<file path="config.mk">
export PLATFORM = sky130hd
export DESIGN_NAME = adder_operand_seq
export DESIGN_NICKNAME = d
export VERILOG_FILES = /design/src/rtl/adder_pkg.sv /design/src/rtl/adder_operand_seq_sync_edge_det.sv /design/src/rtl/adder_operand_seq.sv
export SDC_FILE = /design/constraint.sdc
export NUM_CORES = 1
export LEC_CHECK = 0
export ABC_AREA = 0
export BUFFER_PORTS_ARGS = -buffer_cell sky130_fd_sc_hd__buf_2
export CORE_ASPECT_RATIO = 2
export CORE_MARGIN = 8
export CORE_UTILIZATION = 45
export DETAILED_ROUTE_END_ITERATION = 10
export GPL_TIMING_DRIVEN = 0
export PLACE_DENSITY = 0.74
export SLEW_MARGIN = 20
export SYNTH_ARGS = -nofsm -noshare
export SYNTH_HDL_FRONTEND = slang
export SYNTH_SLANG_ARGS = --single-unit
</file>
<file path="constraint.sdc">
create_clock -name clk -period 1.3 [get_ports clk]
set_input_delay 0 -clock clk [delete_from_list [all_inputs] [get_ports clk]]
set_output_delay 0 -clock clk [all_outputs]
set_load 0.01 [all_outputs]
</file>
<file path="src/rtl/adder_pkg.sv">
// Shared types and constants for the operand sequencer: FSM state encoding,
// default data width and transfer-counter width.
package adder_pkg;

  localparam int DEFAULT_WIDTH = 8;
  localparam int XFER_CNT_W    = 8;

  typedef enum logic [1:0] {
    ST_IDLE    = 2'd0,
    ST_GOT_A   = 2'd1,
    ST_PRESENT = 2'd2
  } state_e;

endpackage

</file>
<file path="src/rtl/adder_operand_seq_sync_edge_det.sv">
// Multi-flop synchronizer for an asynchronous level followed by a rising-edge
// detector that emits a single-cycle pulse per genuine low-to-high transition.
module sync_edge_det #(
  parameter int STAGES = 2
) (
  input  logic clk,
  input  logic rst_n,
  input  logic i_level,
  output logic o_pulse
);

  logic [STAGES-1:0] r_sync;
  logic [STAGES-1:0] r_fill;
  logic              r_prev;
  logic              r_armed;

  // r_fill marks when the synchronizer output reflects a real pin sample
  // rather than reset zeros; the detector only arms after a real low is seen,
  // so a pin already high at reset release cannot produce a pulse.
  always_ff @(posedge clk or negedge rst_n) begin
    if (!rst_n) begin
      r_sync  <= '0;
      r_fill  <= '0;
      r_prev  <= 1'b0;
      r_armed <= 1'b0;
    end else begin
      r_sync <= {r_sync[STAGES-2:0], i_level};
      r_fill <= {r_fill[STAGES-2:0], 1'b1};
      r_prev <= r_sync[STAGES-1];
      if (r_fill[STAGES-1] && !r_sync[STAGES-1])
        r_armed <= 1'b1;
    end
  end

  assign o_pulse = r_sync[STAGES-1] & ~r_prev & r_armed;

endmodule

</file>
<file path="src/rtl/adder_operand_seq.sv">
// Collects two operands from a shared input bus on synchronized load edges and
// presents them as a valid/ready pair to the downstream adder stage.
module adder_operand_seq
  import adder_pkg::*;
#(
  parameter int WIDTH       = DEFAULT_WIDTH,
  parameter int SYNC_STAGES = 2
) (
  input  logic                  clk,
  input  logic                  rst_n,
  input  logic [WIDTH-1:0]      din,
  input  logic                  load,
  input  logic                  clear,
  input  logic                  op_ready,
  output logic [WIDTH-1:0]      op_a,
  output logic [WIDTH-1:0]      op_b,
  output logic                  op_valid,
  output logic                  busy,
  output logic                  err,
  output logic [XFER_CNT_W-1:0] xfer_cnt
);

  logic                  w_load_pulse;
  logic                  w_cap_a;
  logic                  w_cap_b;
  logic                  w_set_err;
  logic                  w_count;
  state_e                r_state;
  state_e                w_next_state;
  logic [WIDTH-1:0]      r_op_a;
  logic [WIDTH-1:0]      r_op_b;
  logic                  r_err;
  logic [XFER_CNT_W-1:0] r_xfer_cnt;

  sync_edge_det #(.STAGES(SYNC_STAGES)) u_load_det (
    .clk     (clk),
    .rst_n   (rst_n),
    .i_level (load),
    .o_pulse (w_load_pulse)
  );

  always_ff @(posedge clk or negedge rst_n) begin
    if (!rst_n) r_state <= ST_IDLE;
    else        r_state <= w_next_state;
  end

  // clear overrides every other event, including a coincident transfer
  always_comb begin
    w_next_state = r_state;
    w_cap_a      = 1'b0;
    w_cap_b      = 1'b0;
    w_set_err    = 1'b0;
    w_count      = 1'b0;
    if (clear) begin
      w_next_state = ST_IDLE;
    end else begin
      case (r_state)
        ST_IDLE: if (w_load_pulse) begin
          w_next_state = ST_GOT_A;
          w_cap_a      = 1'b1;
        end
        ST_GOT_A: if (w_load_pulse) begin
          w_next_state = ST_PRESENT;
          w_cap_b      = 1'b1;
        end
        ST_PRESENT: begin
          w_set_err = w_load_pulse;
          if (op_ready) begin
            w_next_state = ST_IDLE;
            w_count      = 1'b1;
          end
        end
        default: w_next_state = ST_IDLE;
      endcase
    end
  end

  always_ff @(posedge clk or negedge rst_n) begin
    if (!rst_n) begin
      r_op_a     <= '0;
      r_op_b     <= '0;
      r_err      <= 1'b0;
      r_xfer_cnt <= '0;
    end else if (clear) begin
      r_op_a <= '0;
      r_op_b <= '0;
      r_err  <= 1'b0;
    end else begin
      if (w_cap_a)   r_op_a     <= din;
      if (w_cap_b)   r_op_b     <= din;
      if (w_set_err) r_err      <= 1'b1;
      if (w_count)   r_xfer_cnt <= r_xfer_cnt + XFER_CNT_W'(1);
    end
  end

  assign op_a     = r_op_a;
  assign op_b     = r_op_b;
  assign op_valid = (r_state == ST_PRESENT);
  assign busy     = (r_state != ST_IDLE);
  assign err      = r_err;
  assign xfer_cnt = r_xfer_cnt;

endmodule

</file>
Word level (Yosys, flattened, before mapping)
Index checks and enable logic that the tools add are counted.
- equality and inequality tests: 5
- add/sub/neg operators: 1
- muxes and demuxes: 21
- reductions and logical operators: 9
- bitwise operators: 4
- operators with widths (operator ; count):
    two-way mux 8 bit ; 4
    two-way mux 1 bit ; 12
    != test 3 bit (second input constant) ; 3
    adder 8 x 1 -> 8 bit (second input constant) ; 1
    two-way mux 2 bit ; 4
    nonzero test 2 bit ; 4
    one-hot mux 2 bit (3 select lines) ; 1
    AND reduction 3 bit ; 1
    AND 1 bit ; 2
    equality test 2 x 1 -> 1 bit (second input constant) ; 1
    equality test 2 bit (second input constant) ; 1
    zero test 2 bit ; 1
    inverter 1 bit ; 2
    AND reduction 2 bit ; 1
    logical AND 1 bit ; 1
    zero test 1 bit ; 1
- bits in registers: 33

Depth between registers and ports, before layout
Gate-level depths: netlist of the first run.
- word-level depth: 8
- depth in mapped cells: 5
- mapped depth without buffers: 4

By module
From an unflattened synthesis of the first run, not the netlist that was laid out.
- cell total of the unflattened synthesis: 104
- area total of the unflattened synthesis: 1306.3 sq um
- by module, submodules not included (module ; area an instance (sq um) ; seq. area each (sq um) ; cells an instance ; instances):
    adder_operand_seq ; 1133.6 ; 675.6 ; 93 ; 1
    sync_edge_det ; 172.7 ; 150.1 ; 11 ; 1

Least setup slack after synthesis of the first run
OpenSTA, ideal clock, no wires.
- path kind: reg-to-reg
- from: reg r_state[0]
- to: reg r_xfer_cnt[7] (netlist: xfer_cnt[7])
- setup slack: 0.080 ns
- stages on the path, launching flop included: 4
- library setup time: 0.079 ns
- clock period less this slack: 1.220 ns
- buffers on the path: 0
- arrival: 1.141 ns
- cell sequence: dfrtp_1 nand4bb_4 nor4_4 xor2_1
- word-level cells in the longest chain between the ends: 4
- ends and longest elaborated chain (element ; line ; text):
    from (decl) ; adder_operand_seq.sv:28 ; state_e r_state;
    from (signal assigned) ; adder_operand_seq.sv:44 ; else r_state <= w_next_state;
    equality test 2 bit ; adder_operand_seq.sv:57 ; case (r_state)
    two-way mux 1 bit ; adder_operand_seq.sv:57 ;
    two-way mux 1 bit ; adder_operand_seq.sv:54 ; if (clear) begin
    AND reduction 2 bit (no line) ; -- ;
    to (signal assigned) ; adder_operand_seq.sv:92 ; if (w_count) r_xfer_cnt <= r_xfer_cnt + XFER_CNT_W'(1);
    to (decl) ; adder_operand_seq.sv:33 ; logic [XFER_CNT_W-1:0] r_xfer_cnt;
No other way between the ends.
A chain may end at the register's enable or synchronous reset.

Final worst setup path of the first run
- from: reg r_state[0]
- to: reg r_xfer_cnt[5] (netlist: xfer_cnt[5])
The elaborated chain is that of the path after synthesis.

==> results of run 1 <==
cell type report:
cell class	instances	area share [%]
multi-input combinational	85	28.8
clock inverter	1	0.269
timing repair buffer	52	17.1
clock buffer	7	5.18
buffer	5	1.48
sequential	33	44.5
tap	30	2.02
inverter	3	0.606
worst max-delay path, delay by kind of cell (launching register included):
kind,cells,cell delay (ns)
AND/OR/NAND/NOR,2,0.55
flip-flops,1,0.47
XOR/XNOR,1,0.16
kinds of logic (layout without fill, tap and decap cells):
logic type | count (synthesis) | count (layout) | synth area share [%]
AOI/OAI and AO/OA | 35 | 35 | 13.1
buffers and inverters | 9 | 68 | 2.63
and+or+nand+nor | 40 | 40 | 18.2
DFF | 33 | 33 | 59.8
adders and majority gates | 1 | 1 | 0.906
xor gates and xnor gates | 8 | 8 | 5.08
other | 1 | 1 | 0.272
timing repair:
item | 4_1_cts | 5_1_grt
resized for setup | 5 | 5
setup buffers | 0 | 3
setup endpoints to repair | 19 | 19
pin swaps | 1 | 2
hold endpoints to repair | 50 | 0
hold buffers | 10 | 0
metrics by stage:
step | hold slack [ns] | util, % | setup WS, ns
finish | 0.0953 | 63.2 | 0.0457
global route | 0.140 | 63.2 | -0.0150
CTS | 0.0905 | 61.9 | 0.00294
detailed placement | 0.0965 | 54.8 | -0.0766
global placement | 0.0880 | 54.8 | -0.0388
floorplan | -0.296 | - | 0.0799
sequential cells by signal (all words and copies together), names as in the netlist:
signal and cells:
op_a 8, u_load_det.r_armed 1, xfer_cnt 8, u_load_det.r_prev 1, err 1, u_load_det.r_fill 2, r_state 2, op_b 8
u_load_det.r_sync 2
synthesized netlist by cell type (all sizes together) (2+ instances only):
cell type   n  area, sq um
dfrtp      33          826
nand2       7         26.3
xor2        3         26.3
clkbuf      4         15.0
nor2        3         13.8
o21ai      16         80.1
buf         2         10.0
a21oi      17         85.1
xnor2       5         43.8
inv         3         11.3
nand3      17         85.1
nand4       2         12.5
nor3        3         15.0
power groups by stage:
stage / logic (uW) / clock network, uW / registers, uW
final: 256 / 837 / 1100
after global routing: 291 / 904 / 1110
after CTS: 245 / 861 / 1100
after detailed placement: 218 / 0 / 1120
after global placement: 213 / 0 / 1120
after floorplan: 101 / 0 / 1130
layer usage:
metal	wire [um]	up-vias	global-route usage [%]
li1	-	556	-
met4	91	0	7.86
met3	287	10	6.35
met2	1910	46	25.6
met1	1190	592	14.4
met5	0	-	0
worst max path at each step:
stage | end | slack [ns] | from
finish | xfer_cnt[5] | 0.05 | r_state[0]
global route | xfer_cnt[5] | -0.02 | r_state[0]
CTS | xfer_cnt[6] | 0.003 | r_state[0]
detailed placement | op_a[3] | -0.08 | r_state[1]
global placement | op_b[6] | -0.04 | u_load_det.r_prev
floorplan | xfer_cnt[7] | 0.08 | r_state[0]
==> impl_metrics.yaml, run 1 <==
outcome:
  run_status: "finished clean"
placed_design:
  gpl.final_weighted_congestion: 0.781
  numPortBuffers: 39
  hpwl_mm: 2.48
  post-place-cells: 196
  placed_cell_area_sq_um: 1610
die:
  die_w_um: 55.2
  ioPinCount: 40
  core-area_sq_um: 2940
  floorplan_die_height_um: 94.3
  design.die.area_sq_um: 5200
  initial_standard_cell_utilization_of_the_core_pct: 46.9
  core.rowCount: 28
power:
  power_frac_seq_pct: 50.2
  internal_power_uw: 1650
  switching_power_uw: 542
  power_per_cell_area_nw_per_um2: 1180
  leakage_uw: 0.000938
  post-layout-total-power_uw: 2200
  pwr-share-comb_pct: 11.7
  swShare_pct: 24.7
  power.ir.vdd_worst_mv: 0.889
  clock_power_share_pct: 38.1
layout:
  layout_common_cells: "buf_2, dfrtp_1, nand3_1, a21oi_1, o21ai_0"
  design.final.nets: 199
  area_delta_synth_final_pct: 34.7
  insertedDiodeCount: 0
  layout.filler_cells: 251
  final_instance_area_sq_um: 1860
  instances_no_fill: 216
  post_route_cells_drive_above_1_share_pct: 33.9
  area_of_the_multi_input_gates_sq_um: 536
  combined_flip_flop_and_latch_cell_area_sq_um: 828
  layout.cells.most_common: "buf_2"
synth:
  post_synth.cell_area_avg_sq_um: 10.9
  async_flop_share_pct: 100
  yosys.cell_types.count: 27
  syn-cell-area_sq_um: 1380
  synth_ff_type: "dfrtp_1"
  ys_seq_area_share_pct: 59.8
  yosysWarnings: 0
  synth_cells: 127
  syn_nets: 141
  synth_enable_flop_cells: 0
  synthesized_flop_and_latch_total: 33
critical_path:
  worstSetupEndpointType: "register"
  timing.critical_path.cells: "nand4bb_4, nor3_1, xor2_1"
  reg2regPathDepth: 3
  start_kind: "register"
  cp_max_stage_cell: "dfrtp_2"
  reg2reg_slack_ns: 0.05
  crit_type: "reg -> reg"
  timing.critical_path.slowest_cell_delay_ns: 0.47
  worstPathArrival_ns: 1.46
  r2r-end: "xfer_cnt[5]"
  required_ns: 1.51
  crit_fanout: 7
  rr_startpoint: "r_state[0]"
timing:
  setup_viol: 0
  max_freq_ghz: 0.797
  tightest_slew_ns: 0.709
  setup_skew_ns: 0.00370
  layout_min_cycle_time_ns: 1.25
  final.period_utilization_pct: 96.5
  relSlewSlack_pct: 52.7
  maxSlewViolCount: 0
  timing.final.hold_violations: 0
  setup_total_negative_slack_ns: 0
drt:
  routed_wire_length_per_instance_um: 16.1
  dr.pass1.iters: 4
  vias: 1204
  post_drt_via_cell_ratio: 5.57
  ant_nets: 0
  drt_wl_total_mm: 3.47
  drt_drc_violations_left: 0
  detailedRoute.firstIterationViolations: 36
clock_tree:
  htree_num_levels: 2
  cts.path.max_buffers: 2
  tritoncts_clock_tree: "yes"
  numClockSinks: 33
  cts_root_buffer: "clkbuf_8"
  numCtsBuffers: 5
  cts.clk_slew.worst_paths_ns: 0.07
  worstSkewPairLatency_ns: 0.28
min_path:
  whs_path_depth: 4
  hold_path_end: "r_state[1]"
  hold_path_startpoint: "op_ready"
  min-delay-path-class: "in -> reg"
flow_run:
  cap_violations: 0
grt:
  grt_pass1_wl_mm: 6.00
  via_count_of_the_first_global_routing_pass: 1351
  groute.usage.overall_pct: 15.1
  grt.overflow.total: 0
  grt_max_degree: 34
  grt_antenna_before_repair: 0
Note: power is estimated with default switching activity, not from simulation.
==> inputs of run 2 (changes only) <==
--- a/config.mk
+++ b/config.mk
@@ -6,13 +6,13 @@
 export NUM_CORES = 1
 export LEC_CHECK = 0
 export ABC_AREA = 0
-export BUFFER_PORTS_ARGS = -buffer_cell sky130_fd_sc_hd__buf_2
+export BUFFER_PORTS_ARGS = -buffer_cell sky130_fd_sc_hd__clkbuf_2
 export CORE_ASPECT_RATIO = 2
 export CORE_MARGIN = 8
 export CORE_UTILIZATION = 45
 export DETAILED_ROUTE_END_ITERATION = 10
 export GPL_TIMING_DRIVEN = 0
-export PLACE_DENSITY = 0.74
+export PLACE_DENSITY = 0.75
 export SLEW_MARGIN = 20
 export SYNTH_ARGS = -nofsm -noshare
 export SYNTH_HDL_FRONTEND = slang
==> run 2 against run 1 <==
  * The run now ends with negative setup slack left
  * Hold slack better by 0.033 ns
  * Worst setup slack worse by 0.052 ns
  * Utilization fell by 0.55 points
  * Register-to-register slack got worse by 0.05 ns
==> impl_metrics.yaml, run 2 (synthesized netlist as in run 1, its figures left out) <==
outcome:
  run_status: "finished with violations"
  violations: "negative setup slack"
timing:
  tightest_slew_ns: 0.793
  timing.final.hold_violations: 0
  worst_hold_slack_ns: 0.128
  unrepaired_setup_endpoints_after_global_routing: "true"
  final.period_utilization_pct: 100
  maxSlewViolCount: 0
  layout_min_cycle_time_ns: 1.31
  relSlewSlack_pct: 47.1
  setup_total_negative_slack_ns: -0.00624
  setup_viol: 1
  max_freq_ghz: 0.766
  timing.final.ws_setup_ns: -0.00624
  setup_skew_ns: 0.00387
clock_tree:
  tritoncts_clock_tree: "yes"
  cts.clk_slew.worst_paths_ns: 0.06
  numClockSinks: 33
  numCtsBuffers: 5
  cts.path.max_buffers: 2
  cts_root_buffer: "clkbuf_8"
  worstSkewPairLatency_ns: 0.29
  htree_num_levels: 2
drt:
  drt_wl_total_mm: 3.57
  drt_drc_violations_left: 0
  post_drt_via_cell_ratio: 5.63
  vias: 1227
  ant_nets: 0
  dr.pass1.iters: 4
  routed_wire_length_per_instance_um: 16.4
  detailedRoute.firstIterationViolations: 24
grt:
  grt_pass1_wl_mm: 5.95
  grt_max_degree: 34
  groute.usage.overall_pct: 15.2
  grt_antenna_before_repair: 0
  grt.overflow.total: 0
  via_count_of_the_first_global_routing_pass: 1316
power:
  pwr-share-comb_pct: 12.6
  leakage_uw: 0.000907
  power.ir.vdd_worst_mv: 1.02
  switching_power_uw: 533
  power_frac_seq_pct: 52.7
  power_per_cell_area_nw_per_um2: 1140
  internal_power_uw: 1560
  clock_power_share_pct: 34.7
  post-layout-total-power_uw: 2090
  swShare_pct: 25.5
critical_path:
  path_buf_inv: 0
  worstPathArrival_ns: 1.51
  timing.critical_path.slowest_cell_delay_ns: 0.45
  required_ns: 1.50
  start_kind: "register"
  critical_path_depth: 3
  crit_fanout: 7
  worstSetupEndpointType: "register"
  timing.critical_path.cells: "nand4bb_4, nor3_1, xor2_1"
  critical-path-top-delay-family: "simple AND/OR/NAND/NOR gates"
  crit_type: "reg -> reg"
  cp_max_stage_cell: "dfrtp_2"
  reg2regPathDepth: 3
layout:
  insertedDiodeCount: 0
  area_delta_synth_final_pct: 33.5
  layout.filler_cells: 268
  instances_no_fill: 218
  design.final.nets: 201
  layout.cells.most_common: "clkbuf_2"
  layout_common_cells: "clkbuf_2, dfrtp_1, nand3_1, a21oi_1, o21ai_0"
  post_route_cells_drive_above_1_share_pct: 32.4
die:
  design.die.area_sq_um: 5200
  ioPinCount: 40
  initial_standard_cell_utilization_of_the_core_pct: 46.9
  core-area_sq_um: 2940
  die_w_um: 55.2
  core.rowCount: 28
  floorplan_die_height_um: 94.3
placed_design:
  gpl.final_weighted_congestion: 0.843
  detailedPlace.worstSlack_ns: -0.0834
  post-place-cells: 196
  numPortBuffers: 39
  hpwl_mm: 2.52
min_path:
  whs_path_depth: 4
  min-delay-path-class: "in -> reg"
flow_run:
  cap_violations: 0
==> run 2: metal layers <==
layer  vias up  wire length, um  part of all wire, %  global-route usage (%)
li1        563                -                    -                       -
met1       591             1280                   36                    15.4
met2        65             1850                   52                    25.4
met3         8              348                  9.8                    6.19
met4         0               87                  2.4                    7.06
met5         -                0                    0                       0
==> run 2: layout make-up <==
class / count / area (sq um) / share of cell area [%]
plain buffers: 5 / 25.0 / 1.36
clock buffers: 8 / 80.1 / 4.34
inverters: 3 / 11.3 / 0.611
multi-input cells: 85 / 528 / 28.6
flip-flops and latches: 33 / 828 / 44.9
well taps: 30 / 37.5 / 2.04
repair buffers: 54 / 333 / 18.1
==> run 2: power groups by stage <==
| stage | clock [uW] | combinational [uW] | sequential (uW) |
|---|---|---|---|
| after floorplan | 0 | 101 | 1130 |
| after detailed placement | 0 | 218 | 1120 |
| after CTS | 736 | 242 | 1100 |
| final | 727 | 263 | 1100 |
| after global placement | 0 | 212 | 1120 |
| after global routing | 777 | 291 | 1110 |
==> run 2: final timing paths <==
| kind | to | slack, ns | from |
|---|---|---|---|
| min in group asynchronous | xfer_cnt[6] | 0.33 | rst_n |
| worst min-delay path | r_state[1] | 0.13 | op_ready |
| max in group asynchronous | r_state[1] | 0.42 | rst_n |
| worst min register to register | u_load_det.r_sync[1] | 0.35 | u_load_det.r_sync[0] |
| worst max register to register | xfer_cnt[5] | -0.006 | r_state[0] |
| worst max-delay path | xfer_cnt[5] | -0.006 | r_state[0] |
==> run 2: worst register-to-register path: cells and delay by family, from the launching register on <==
| kind | cells | cell delay (ns) |
|---|---|---|
| xor gates and xnor gates | 1 | 0.19 |
| DFF | 1 | 0.45 |
| and+or+nand+nor | 2 | 0.58 |
==> run 2: per-stage QoR <==
| step | util, % | area, sq um |
|---|---|---|
| 4_1_cts | 61.1 | 1800 |
| 5_1_grt | 62.6 | 1840 |
| 3_5_place_dp | 54.8 | 1610 |
| 6_report | 62.6 | 1840 |
| 2_1_floorplan | - | 1380 |
| 3_3_place_gp | 54.8 | 1610 |
==> run 2: timing repair <==
| action | in CTS | in global routing |
|---|---|---|
| resized for setup | 4 | 6 |
| endpoints found under the hold margin | 50 | 0 |
| setup buffers | 0 | 5 |
| hold buffers | 10 | 0 |
| endpoints found under the setup margin | 21 | 21 |
| pin swaps | 1 | 3 |
==> inputs of run 3 (changes only) <==
==> constraint.sdc (replaced) <==
create_clock -name clk -period 1.3 [get_ports clk]
set_input_delay 0.065 -clock clk [delete_from_list [all_inputs] [get_ports clk]]
set_output_delay 0.065 -clock clk [all_outputs]
set_load 0.01 [all_outputs]
==> run 3 against run 2 <==
  * The run now ends clean
  * Sequential power barely moved
  * Die area did not move
  * Combinational power fell by 7.6%
  * Flip-flop and latch count did not move
  * Count of clock-buffer cells in the layout did not move
  * Critical path depth did not move
  * Hold slack got worse by 0.10 ns
  * Wire length fell by 5.2%
  * Non-clock buffer count fell by 8
  * Total power fell by 1.3%
  * Clock power fell by 1%
==> impl_metrics.yaml, run 3 (synthesized netlist as in run 1, its figures left out) <==
placed_design:
  detailedPlace.worstSlack_ns: -0.0834
  hpwl_mm: 2.52
  numPortBuffers: 39
  gpl.final_weighted_congestion: 0.843
timing:
  layout_min_cycle_time_ns: 1.28
  timing.final.hold_violations: 0
  maxSlewViolCount: 0
  max_freq_ghz: 0.781
  unrepaired_setup_endpoints_after_global_routing: "true"
  relSlewSlack_pct: 47.7
  tightest_slew_ns: 0.784
  setup_viol: 0
  setup_skew_ns: 0.00397
  final.period_utilization_pct: 98.5
  worst_hold_slack_ns: 0.0250
  timing.final.ws_setup_ns: 0.0190
layout:
  post_route_cells_drive_above_1_share_pct: 33.3
  area_delta_synth_final_pct: 27.9
  layout.cells.most_common: "clkbuf_2"
  design.final.nets: 193
  insertedDiodeCount: 0
  layout_common_cells: "clkbuf_2, dfrtp_1, nand3_1, a21oi_1, o21ai_0"
  layout.filler_cells: 276
drt:
  dr.pass1.iters: 4
  detailedRoute.firstIterationViolations: 34
  ant_nets: 0
  drt_drc_violations_left: 0
  vias: 1153
  drt_wl_total_mm: 3.38
  post_drt_via_cell_ratio: 5.49
  routed_wire_length_per_instance_um: 16.1
critical_path:
  required_ns: 1.50
  start_kind: "register"
  timing.critical_path.cells: "nand4bb_4, nor3_1, xor2_1"
  crit_fanout: 7
  timing.critical_path.slowest_cell_delay_ns: 0.44
  worstSetupEndpointType: "register"
  cp_max_stage_cell: "dfrtp_2"
  crit_type: "reg -> reg"
  worstPathArrival_ns: 1.48
clock_tree:
  cts.clk_slew.worst_paths_ns: 0.06
  numCtsBuffers: 5
  htree_num_levels: 2
  tritoncts_clock_tree: "yes"
  worstSkewPairLatency_ns: 0.28
  numClockSinks: 33
  cts.path.max_buffers: 2
  cts_root_buffer: "clkbuf_8"
die:
  design.die.area_sq_um: 5200
  core.rowCount: 28
  die_w_um: 55.2
  floorplan_die_height_um: 94.3
  core-area_sq_um: 2940
  ioPinCount: 40
  initial_standard_cell_utilization_of_the_core_pct: 46.9
grt:
  grt_max_degree: 34
  grt_antenna_before_repair: 0
  grt.overflow.total: 0
  grt_pass1_wl_mm: 5.75
  groute.usage.overall_pct: 14.6
  via_count_of_the_first_global_routing_pass: 1288
outcome:
  run_status: "finished clean"
power:
  power.ir.vdd_worst_mv: 1.01
  power_per_cell_area_nw_per_um2: 1170
  leakage_uw: 0.000877
flow_run:
  cap_violations: 0
min_path:
  min-delay-path-class: "in -> reg"
run 3: cell types whose count changed in the layout (fill, tap and decap cells not counted):
cell / change
dlygate4sd3_1: -8
and4bb_2: -1
inv_2: -1
and4bb_1: +1
inv_4: +1
run 3: metrics by stage:
step	instances	util [%]	total power, uW	cell area [sq um]	setup TNS [ns]
floorplan	127	-	1230	1380	0
global placement	196	54.8	1330	1610	-0.196
detailed placement	196	54.8	1340	1610	-0.933
CTS	206	58.6	2070	1720	0
global route	210	60.0	2150	1770	-0.197
finish	210	60.0	2060	1770	0
run 3: timing repair:
action,CTS,global route
endpoints found under the hold margin,34,0
hold buffers,2,0
gates resized for setup,4,6
buffers inserted,1,4
setup endpoints to repair,21,22
pin swaps,2,3
run 3: where the power goes:
part | internal (uW) | total, uW | leakage (uW) | switching [uW]
registers | 1070 | 1100 | 0.000437 | 34.8
logic | 98.1 | 243 | 0.000401 | 145
clock network | 380 | 720 | 0.0000395 | 341
run 3: worst paths after layout:
| check | cells after the start | slack [ns] | to | startpoint |
|---|---|---|---|---|
| worst max-delay path | 3 | 0.02 | xfer_cnt[5] | r_state[0] |
| worst min-delay path | 3 | 0.02 | op_b[3] | din[3] |
| worst max register to register | 3 | 0.02 | xfer_cnt[5] | r_state[0] |
| worst min register to register | 0 | 0.35 | u_load_det.r_sync[1] | u_load_det.r_sync[0] |
| max in group asynchronous | 2 | 0.36 | r_state[1] | rst_n |
| min in group asynchronous | 2 | 0.39 | xfer_cnt[6] | rst_n |
run 3: routing by layer:
layer	vias up	part of all wire (%)	GRT usage, %
li1	547	-	-
met1	555	39	16.0
met2	45	51	23.5
met3	6	8.3	5.24
met4	0	2.2	7.06
met5	-	0	0
run 3: critical path, delay by kind of cell (launching register included):
kind | cells | cell delay [ns]
xor gates and xnor gates | 1 | 0.19
and+or+nand+nor | 2 | 0.56
DFF | 1 | 0.44
run 3: layout make-up:
| class | count | area (sq um) | share of cell area [%] |
|---|---|---|---|
| plain buffers | 5 | 25.0 | 1.42 |
| inverters | 3 | 13.8 | 0.780 |
| flip-flops and latches | 33 | 828 | 46.9 |
| clock buffers | 8 | 80.1 | 4.54 |
| multi-input cells | 85 | 528 | 29.9 |
| repair buffers | 46 | 253 | 14.3 |
| well taps | 30 | 37.5 | 2.13 |
